<file path="config.mk">
export PLATFORM = sky130hd
export DESIGN_NAME = orion_mem_arbiter
export DESIGN_NICKNAME = d
export VERILOG_FILES = /design/src/rtl/orion_mem_arbiter.sv
export SDC_FILE = /design/constraint.sdc
export NUM_CORES = 1
export LEC_CHECK = 0
export CAP_MARGIN = 20
export CELL_PAD_IN_SITES_DETAIL_PLACEMENT = 1
export CELL_PAD_IN_SITES_GLOBAL_PLACEMENT = 2
export CORE_MARGIN = 2
export CORE_UTILIZATION = 20
export CTS_BUF_LIST = sky130_fd_sc_hd__clkbuf_4
export CTS_CLUSTER_DIAMETER = 150
export CTS_CLUSTER_SIZE = 10
export DETAILED_ROUTE_END_ITERATION = 7
export GPL_TIMING_DRIVEN = 0
export PLACE_DENSITY_LB_ADDON = 0.25
export SLEW_MARGIN = 30
export SYNTH_ARGS = -nofsm -noshare
export SYNTH_HDL_FRONTEND = slang
export SYNTH_SLANG_ARGS = --single-unit
</file>
<file path="constraint.sdc">
create_clock -name clk_i -period 1.91 [get_ports clk_i]
set_clock_uncertainty 0.05 [all_clocks]
set_input_delay 0.382 -clock clk_i [delete_from_list [all_inputs] [get_ports clk_i]]
set_output_delay 0.382 -clock clk_i [all_outputs]
set_load 0.01 [all_outputs]
</file>
<file path="src/rtl/orion_mem_arbiter.sv">
// orion_mem_arbiter: shares one downstream memory port between the core's
// instruction-fetch (imem) and data (dmem) ports.
//
// Handshake contract (all ports):
//   Upstream: the requester raises x_valid_i with its request fields and holds
//   them until x_resp_o pulses high for exactly one cycle. x_rdata_o is only
//   meaningful while x_resp_o=1 and reads 0 otherwise.
//   Downstream: mem_valid_o and every mem_*_o field are registered, raised the
//   cycle after a grant and held stable until the cycle in which mem_resp_i=1.
//   That response is forwarded combinationally to the owning upstream port in
//   the same cycle. Only one transaction is ever outstanding.

package orion_types;
  localparam int ADDRW = 32;
  localparam int XLEN  = 32;
  localparam int MASKW = 4;
endpackage

module orion_mem_arbiter
  import orion_types::*;
#(
  parameter int ARB_MODE       = 1,
  parameter int TIMEOUT_CYCLES = 1024
) (
  input  logic             clk_i,
  input  logic             rst_ni,
  // instruction-fetch port (read only)
  input  logic [ADDRW-1:0] imem_addr_i,
  input  logic             imem_valid_i,
  output logic [XLEN-1:0]  imem_rdata_o,
  output logic             imem_resp_o,
  // data port
  input  logic [ADDRW-1:0] dmem_addr_i,
  input  logic [XLEN-1:0]  dmem_wdata_i,
  input  logic [MASKW-1:0] dmem_mask_i,
  input  logic             dmem_we_i,
  input  logic             dmem_valid_i,
  output logic [XLEN-1:0]  dmem_rdata_o,
  output logic             dmem_resp_o,
  // downstream memory port
  output logic [ADDRW-1:0] mem_addr_o,
  output logic [XLEN-1:0]  mem_wdata_o,
  output logic [MASKW-1:0] mem_mask_o,
  output logic             mem_we_o,
  output logic             mem_valid_o,
  input  logic [XLEN-1:0]  mem_rdata_i,
  input  logic             mem_resp_i,
  // sticky watchdog flag
  output logic             timeout_o,
  // FSM state for observation: 0=IDLE, 1=BUSY_I, 2=BUSY_D
  output logic [1:0]       dbg_state_o
);

  typedef enum logic [1:0] {
    IDLE   = 2'd0,
    BUSY_I = 2'd1,
    BUSY_D = 2'd2
  } state_e;

  // The counter only needs to reach TIMEOUT_CYCLES-1, where it saturates.
  localparam int CNTW = (TIMEOUT_CYCLES > 1) ? $clog2(TIMEOUT_CYCLES) : 1;
  localparam logic [CNTW-1:0] CNT_LAST = CNTW'(TIMEOUT_CYCLES - 1);

  state_e           state_q, state_d;
  logic             last_d_q, last_d_d;   // 1 = last grant went to dmem
  logic [CNTW-1:0]  wd_cnt_q, wd_cnt_d;
  logic             timeout_q, timeout_d;
  logic [ADDRW-1:0] addr_q, addr_d;
  logic [XLEN-1:0]  wdata_q, wdata_d;
  logic [MASKW-1:0] mask_q, mask_d;
  logic             we_q, we_d;
  logic             pick_d;               // dmem wins the current arbitration

  // Arbitration: a lone requester wins; a tie goes to D in fixed mode and to
  // the port that did not win last time in round-robin mode.
  always_comb begin
    pick_d = dmem_valid_i;
    if (imem_valid_i && dmem_valid_i) begin
      if (ARB_MODE == 0) begin
        pick_d = 1'b1;
      end else begin
        pick_d = ~last_d_q;
      end
    end
  end

  // Next-state, request latching and watchdog.
  always_comb begin
    state_d   = state_q;
    last_d_d  = last_d_q;
    wd_cnt_d  = wd_cnt_q;
    timeout_d = timeout_q;
    addr_d    = addr_q;
    wdata_d   = wdata_q;
    mask_d    = mask_q;
    we_d      = we_q;
    case (state_q)
      IDLE: begin
        // A stray mem_resp_i here has no owner and is dropped.
        wd_cnt_d = '0;
        if (imem_valid_i || dmem_valid_i) begin
          if (pick_d) begin
            state_d  = BUSY_D;
            last_d_d = 1'b1;
            addr_d   = dmem_addr_i;
            wdata_d  = dmem_wdata_i;
            mask_d   = dmem_mask_i;
            we_d     = dmem_we_i;
          end else begin
            state_d  = BUSY_I;
            last_d_d = 1'b0;
            addr_d   = imem_addr_i;
            wdata_d  = '0;
            mask_d   = '1;
            we_d     = 1'b0;
          end
        end
      end
      BUSY_I, BUSY_D: begin
        // Upstream inputs are ignored here; a dropped valid does not abort.
        if (mem_resp_i) begin
          state_d  = IDLE;
          wd_cnt_d = '0;
        end else if (TIMEOUT_CYCLES != 0) begin
          if (wd_cnt_q == CNT_LAST) begin
            timeout_d = 1'b1;
          end else begin
            wd_cnt_d = wd_cnt_q + 1'b1;
          end
        end
      end
      default: begin
        state_d = IDLE;
      end
    endcase
  end

  // State and request registers; reset returns to IDLE immediately.
  always_ff @(posedge clk_i or negedge rst_ni) begin
    if (!rst_ni) begin
      state_q   <= IDLE;
      last_d_q  <= 1'b0;
      wd_cnt_q  <= '0;
      timeout_q <= 1'b0;
      addr_q    <= '0;
      wdata_q   <= '0;
      mask_q    <= '0;
      we_q      <= 1'b0;
    end else begin
      state_q   <= state_d;
      last_d_q  <= last_d_d;
      wd_cnt_q  <= wd_cnt_d;
      timeout_q <= timeout_d;
      addr_q    <= addr_d;
      wdata_q   <= wdata_d;
      mask_q    <= mask_d;
      we_q      <= we_d;
    end
  end

  // Downstream request and zero-latency response return to the owner.
  always_comb begin
    mem_valid_o  = (state_q != IDLE);
    mem_addr_o   = addr_q;
    mem_wdata_o  = wdata_q;
    mem_mask_o   = mask_q;
    mem_we_o     = we_q;
    timeout_o    = timeout_q;
    dbg_state_o  = state_q;
    imem_resp_o  = (state_q == BUSY_I) && mem_resp_i;
    dmem_resp_o  = (state_q == BUSY_D) && mem_resp_i;
    imem_rdata_o = imem_resp_o ? mem_rdata_i : '0;
    dmem_rdata_o = dmem_resp_o ? mem_rdata_i : '0;
  end

endmodule

</file>
# == Word level (Yosys, flattened, before mapping) ==
# Cells that the tools add are included.
# classes
addsub,1
mux,15
n_bitwise,2
reduce_logical,12
n_eq_ne,6
# ops
operator,count
32-bit two-way mux,4
10-bit two-way mux,2
10-bit case mux with 2 select lines,1
"10-bit by 1-bit adder with 10-bit output, second input constant",1
"10-bit equality test, second input constant",1
2-bit two-way mux,3
2-bit AND reduction,3
4-bit two-way mux,1
"2-bit inequality test, second input constant",2
2-bit case mux with 2 select lines,1
2-bit nonzero test,2
1-bit logical AND,3
1-bit two-way mux,3
"3-bit inequality test, second input constant",1
3-bit AND reduction,1
"2-bit by 1-bit equality test with 1-bit output, second input constant",1
"2-bit equality test, second input constant",1
2-bit zero test,1
1-bit NOT,2
2-bit OR reduction,1
1-bit logical OR,1
# word_totals
inputBits,138
register_bits,83
out_inout_bits,139

# == Depth between registers and ports, before layout ==
# Gate-level depths: netlist (run 1).
# logic_depth
depth_word,5
depth_mapped,7
ltp_nobuf,6

# == Least setup slack after synthesis (run 1) ==
# Ideal clock, no wire load.
# synth_timing
kind,reg-to-reg
from,reg state_q[0] (netlist: dbg_state_o[0])
to,reg wd_cnt_q[9]
setup_ns,0.087
path_slack_ns,0.074
stages_incl_launch_ff,7
t_required_ns,1.773
synth_period_minus_slack_ns,1.836
arrival_ns,1.699
cell_sequence,dfrtp_1 -> inv_1 -> ha_1 -> or2b_4 -> buf_2 -> or3_1 -> a22oi_1
# synth_between
elab_chain_len,4
elab_cells_between_ends,8
cone_classes,eq/ne: 3; mux: 1; reduce/logical: 4
# synth_rtl
item,line,text
start: declaration,64,"state_e state_q, state_d;"
start signal: assignment,150,state_q <= state_d;
2-bit by 1-bit equality test with 1-bit output / 2-bit equality test (equally long branches),97,case (state_q)
2-bit OR reduction,97,
3-bit inequality test (no line) / 2-bit nonzero test (equally long branches),-,
2-bit AND reduction (no line),-,
end signal: assignment,152,wd_cnt_q <= wd_cnt_d;
end: declaration,66,"logic [CNTW-1:0] wd_cnt_q, wd_cnt_d;"
# Parallel ways exist; a longest one is shown, timed or not.
# A chain may end at the register's enable or synchronous reset.

# == Worst setup path after layout (run 1) ==
# layout_timing
from,reg state_q[1] (netlist: dbg_state_o[1])
to,out dmem_rdata_o[20]
# layout_between
elab_chain_len,3
# layout_rtl
item,line,text
2-bit equality test,171,dmem_resp_o = (state_q == BUSY_D) && mem_resp_i;
1-bit logical AND,171,
32-bit two-way mux,173,dmem_rdata_o = dmem_resp_o ? mem_rdata_i : '0;
end: declaration,38,"output logic [XLEN-1:0] dmem_rdata_o,"
# Every way passes these cells.

==> results.toml, run 1 <==
[status]
status = "complete, but fails checks"
violations = "setup timing"

[detailed_routing]
drt-pass1-iter-count = 4
routed_wl_mm = 17.1
drt_iter0_drc = 152
route.detailed.drc = 0
ant_nets = 0
wire_per_inst_um = 17.9
vias = 4220
viasPerCell = 4.41

[grt]
busiest_layer = "met2"
met2_usage_pct = 27.6
use_met3_pct = 3.56
antenna_found_initial = 1
grt_pass1_vias = 4608
track_usage_pct = 15.8
grt_start_max_net_pins = 47
grt_util_met1_pct = 19.1
overflow = 0
grt_pass1_wl_mm = 26.7

[worst_setup_path]
worstSetupPathType = "flop to output port"
critPathMaxStageDelay_ns = 0.44
cp-start-kind = "flop"
crit_chain = "buf_6, ha_4, buf_8, and3_1, buf_2"
reg2reg_depth = 6
crit_family = "flip-flops"
cp_slowest_cell = "dfrtp_1"
cp-end-kind = "output port"
worstReg2RegEnd = "wd_cnt_q[9]"
critPathArrivalTime_ns = 1.66
r2r-start = "dbg_state_o[0]"
cp_max_fo = 10
reg2reg_slack_ns = 0.06
required_ns = 1.48
crit_buf_inv = 3

[clock_network]
clockRootBuffer = "clkbuf_4"
clock_path_buffers = 2
cts_num_sinks = 83
insertion_delay_ns = 0.45
numCtsBuffers = 9
htreeDepth = 3
cts_tree = "done"
clkTransAtPathRegs_ns = 0.14

[timing]
fmax_mhz = 479
setup_viol = 66
worst-slew-pin-transition_ns = 0.511
fin_crit_sh_pct = 109
worst_slack_ns = -0.178
slew_headroom_pct = 66.0
rsz0062_at_grt = "true"
hold_viol = 0
fin_crit_ns = 2.09
setup_tns_ns = -9.47
slew_violations = 0

[yosys]
seq_area_frac_synth_pct = 51.5
synth-edff-count = 0
syn-instance-count = 387
syn-num-nets = 529
synth_ff_type = "dfrtp_1"
synth.avg_cell_area_um2 = 10.4
ys_async_sr_fraction_pct = 100
synth.largest_area_cell = "dfrtp_1"
ys_seq_elements = 83
syn-cell-area_um2 = 4030
synth.top_cell.area_share_pct = 51.5
synth_area_leaders = "dfrtp_1, and3_1, mux2i_1, a22o_1, nand2_1"
ys_warn_count = 0
synth_cell_types = 39

[layout]
layout-drive-gt1-share_pct = 20.1
syn_to_final_growth_pct = 82.1
layout.nets = 828
post-route-cell-area_um2 = 7340

[flow_run]
maxCapViolations = 0

[floorplan]
coreArea_um2 = 19700
dieArea_um2 = 21300
ios = 277
start_util_pct = 20.5
fp.dieH_um = 146
dieWidth_um = 146
rows = 51

[placement]
place.port_buffers = 276
postPlaceCellArea_um2 = 7150
gp_congestion = 0.785
hpwl_mm = 13.4

[pwr]
power_density_nw_per_um2 = 1270
vdd_ir_drop_max_mv = 0.501
p_leak_nw = 3.63

[worst_hold_path]
worstHoldPathType = "primary input to asynchronous set/reset pin"
-- report_power, final --
group | total, mW | switching, mW | internal (mW)
registers | 2.99 | 0.464 | 2.52
clock network | 1.18 | 0.625 | 0.558
logic | 5.17 | 2.39 | 2.78
total | 9.34 | 3.48 | 5.87
-- cells by family (layout without fill, tap and decap cells) --
group	after synthesis	after routing	synth area share [%]
buffers and inverters	41	345	4.65
flip-flops	83	83	51.5
AO/OA/AOI/OAI	99	99	17.2
AND/OR/NAND/NOR	128	128	17.5
other	0	1	0
multiplexers	32	32	7.94
adder cells (fa/ha/maj)	4	4	1.24
-- worst reg2reg max path: stages (launching register included) --
cell	delay (ns)
dfrtp_1	0.44
inv_2	0.10
ha_4	0.27
or2b_4	0.28
buf_6	0.12
or3_1	0.38
a22oi_2	0.16
-- area by class of cell --
cell class	count	area, um^2
repair buffers	288	2660
inverters	7	26.3
plain buffers	34	244
clock inverters	5	76.3
fillers	2288	12300
diodes	1	2.50
flip-flops and latches	83	2080
multi-input cells	263	1840
well taps	265	332
clock buffers	11	82.6
-- through the flow --
step | hold WS (ns) | power [mW] | setup slack, ns | util, % | cells
after global placement | 0.414 | 7.94 | -2.84 | 36.3 | 928
after CTS | 0.348 | 9.44 | -0.251 | 36.9 | 953
after global routing | 0.375 | 10.0 | -0.271 | 37.4 | 957
after floorplan | 0.0364 | 5.08 | 0.0737 | - | 387
final | 0.388 | 9.34 | -0.178 | 37.4 | 957
after detailed placement | 0.306 | 8.04 | -1.02 | 36.4 | 929
-- routing by layer --
layer | vias up | share of wire, %
met4 | 0 | 2.8
met3 | 29 | 4.5
met2 | 126 | 51
li1 | 2003 | -
met5 | - | 0
met1 | 2062 | 41
-- cells in the final DEF, fill, tap and decap left out, drive strengths merged, types with 2 or more instances in the layout --
cell / n
dlymetal6s2s: 9
clkdlybuf4s50: 196
a21oi: 5
inv: 8
o21ai: 41
bufinv: 2
o22a: 4
clkbuf: 29
and2: 3
o211ai: 2
nand4: 3
nand3: 3
a22o: 33
nand2: 41
mux2i: 32
dfrtp: 83
and3: 64
nor3: 2
buf: 96
a21o: 2
nor2: 6
o31ai: 3
a31oi: 3
clkinv: 2
ha: 4
-- flip-flops by register name (all words and copies together), names as in the netlist --
register	flops
timeout_o	1
mem_addr_o	32
mem_wdata_o	32
dbg_state_o	2
mem_mask_o	4
mem_we_o	1
last_d_q	1
wd_cnt_q	10
-- worst max path at each step --
stage	start	end	slack [ns]	cells after the start
2_1_floorplan	dbg_state_o[0]	wd_cnt_q[9]	0.07	6
3_3_place_gp	rst_ni	mem_wdata_o[28]	-2.84	1
3_5_place_dp	mem_resp_i	dmem_rdata_o[0]	-1.02	5
4_1_cts	dbg_state_o[1]	dmem_rdata_o[20]	-0.25	5
5_1_grt	dbg_state_o[1]	imem_rdata_o[27]	-0.27	5
6_report	dbg_state_o[1]	dmem_rdata_o[20]	-0.18	5
-- timing repair --
item                                    4_1_cts  5_1_grt
endpoints found under the setup margin      141      108
pin swaps                                     3        3
buffers inserted                              6        3
gates cloned                                  1        0
resized for setup                           323       26
hold buffers                                  1        0
hold endpoints to repair                     45        0
-- Yosys cell counts (2+ instances only) --
| library cell | number |
|---|---|
| inv_1 | 7 |
| o22a_1 | 4 |
| a21oi_1 | 5 |
| buf_2 | 9 |
| o31ai_1 | 3 |
| o211ai_1 | 2 |
| o21ai_0 | 28 |
| nand3_1 | 3 |
| buf_4 | 3 |
| nand4_2 | 2 |
| ha_1 | 4 |
| nand2_1 | 41 |
| and2_1 | 3 |
| nor2_1 | 6 |
| a22o_1 | 33 |
| a31oi_1 | 3 |
| o21ai_1 | 13 |
| a21o_1 | 2 |
| mux2i_1 | 32 |
| dfrtp_1 | 83 |
| and3_1 | 64 |
| clkbuf_1 | 20 |
Power figures use the tool's default switching activity.
==> inputs of run 2 (changes only) <==
--- a/config.mk
+++ b/config.mk
@@ -5,7 +5,7 @@
 export SDC_FILE = /design/constraint.sdc
 export NUM_CORES = 1
 export LEC_CHECK = 0
-export CAP_MARGIN = 20
+export CAP_MARGIN = 15
 export CELL_PAD_IN_SITES_DETAIL_PLACEMENT = 1
 export CELL_PAD_IN_SITES_GLOBAL_PLACEMENT = 2
 export CORE_MARGIN = 2
==> results of run 2 <==
Same layout as run 1: the final DEF is identical, and so are final timing and power.
==> inputs of run 3 (changes only) <==
--- a/config.mk
+++ b/config.mk
@@ -12,7 +12,7 @@
 export CORE_UTILIZATION = 20
 export CTS_BUF_LIST = sky130_fd_sc_hd__clkbuf_4
 export CTS_CLUSTER_DIAMETER = 150
-export CTS_CLUSTER_SIZE = 10
+export CTS_CLUSTER_SIZE = 16
 export DETAILED_ROUTE_END_ITERATION = 7
 export GPL_TIMING_DRIVEN = 0
 export PLACE_DENSITY_LB_ADDON = 0.25
==> results of run 3 <==
Same layout as run 1: the final DEF is identical, and so are final timing and power.
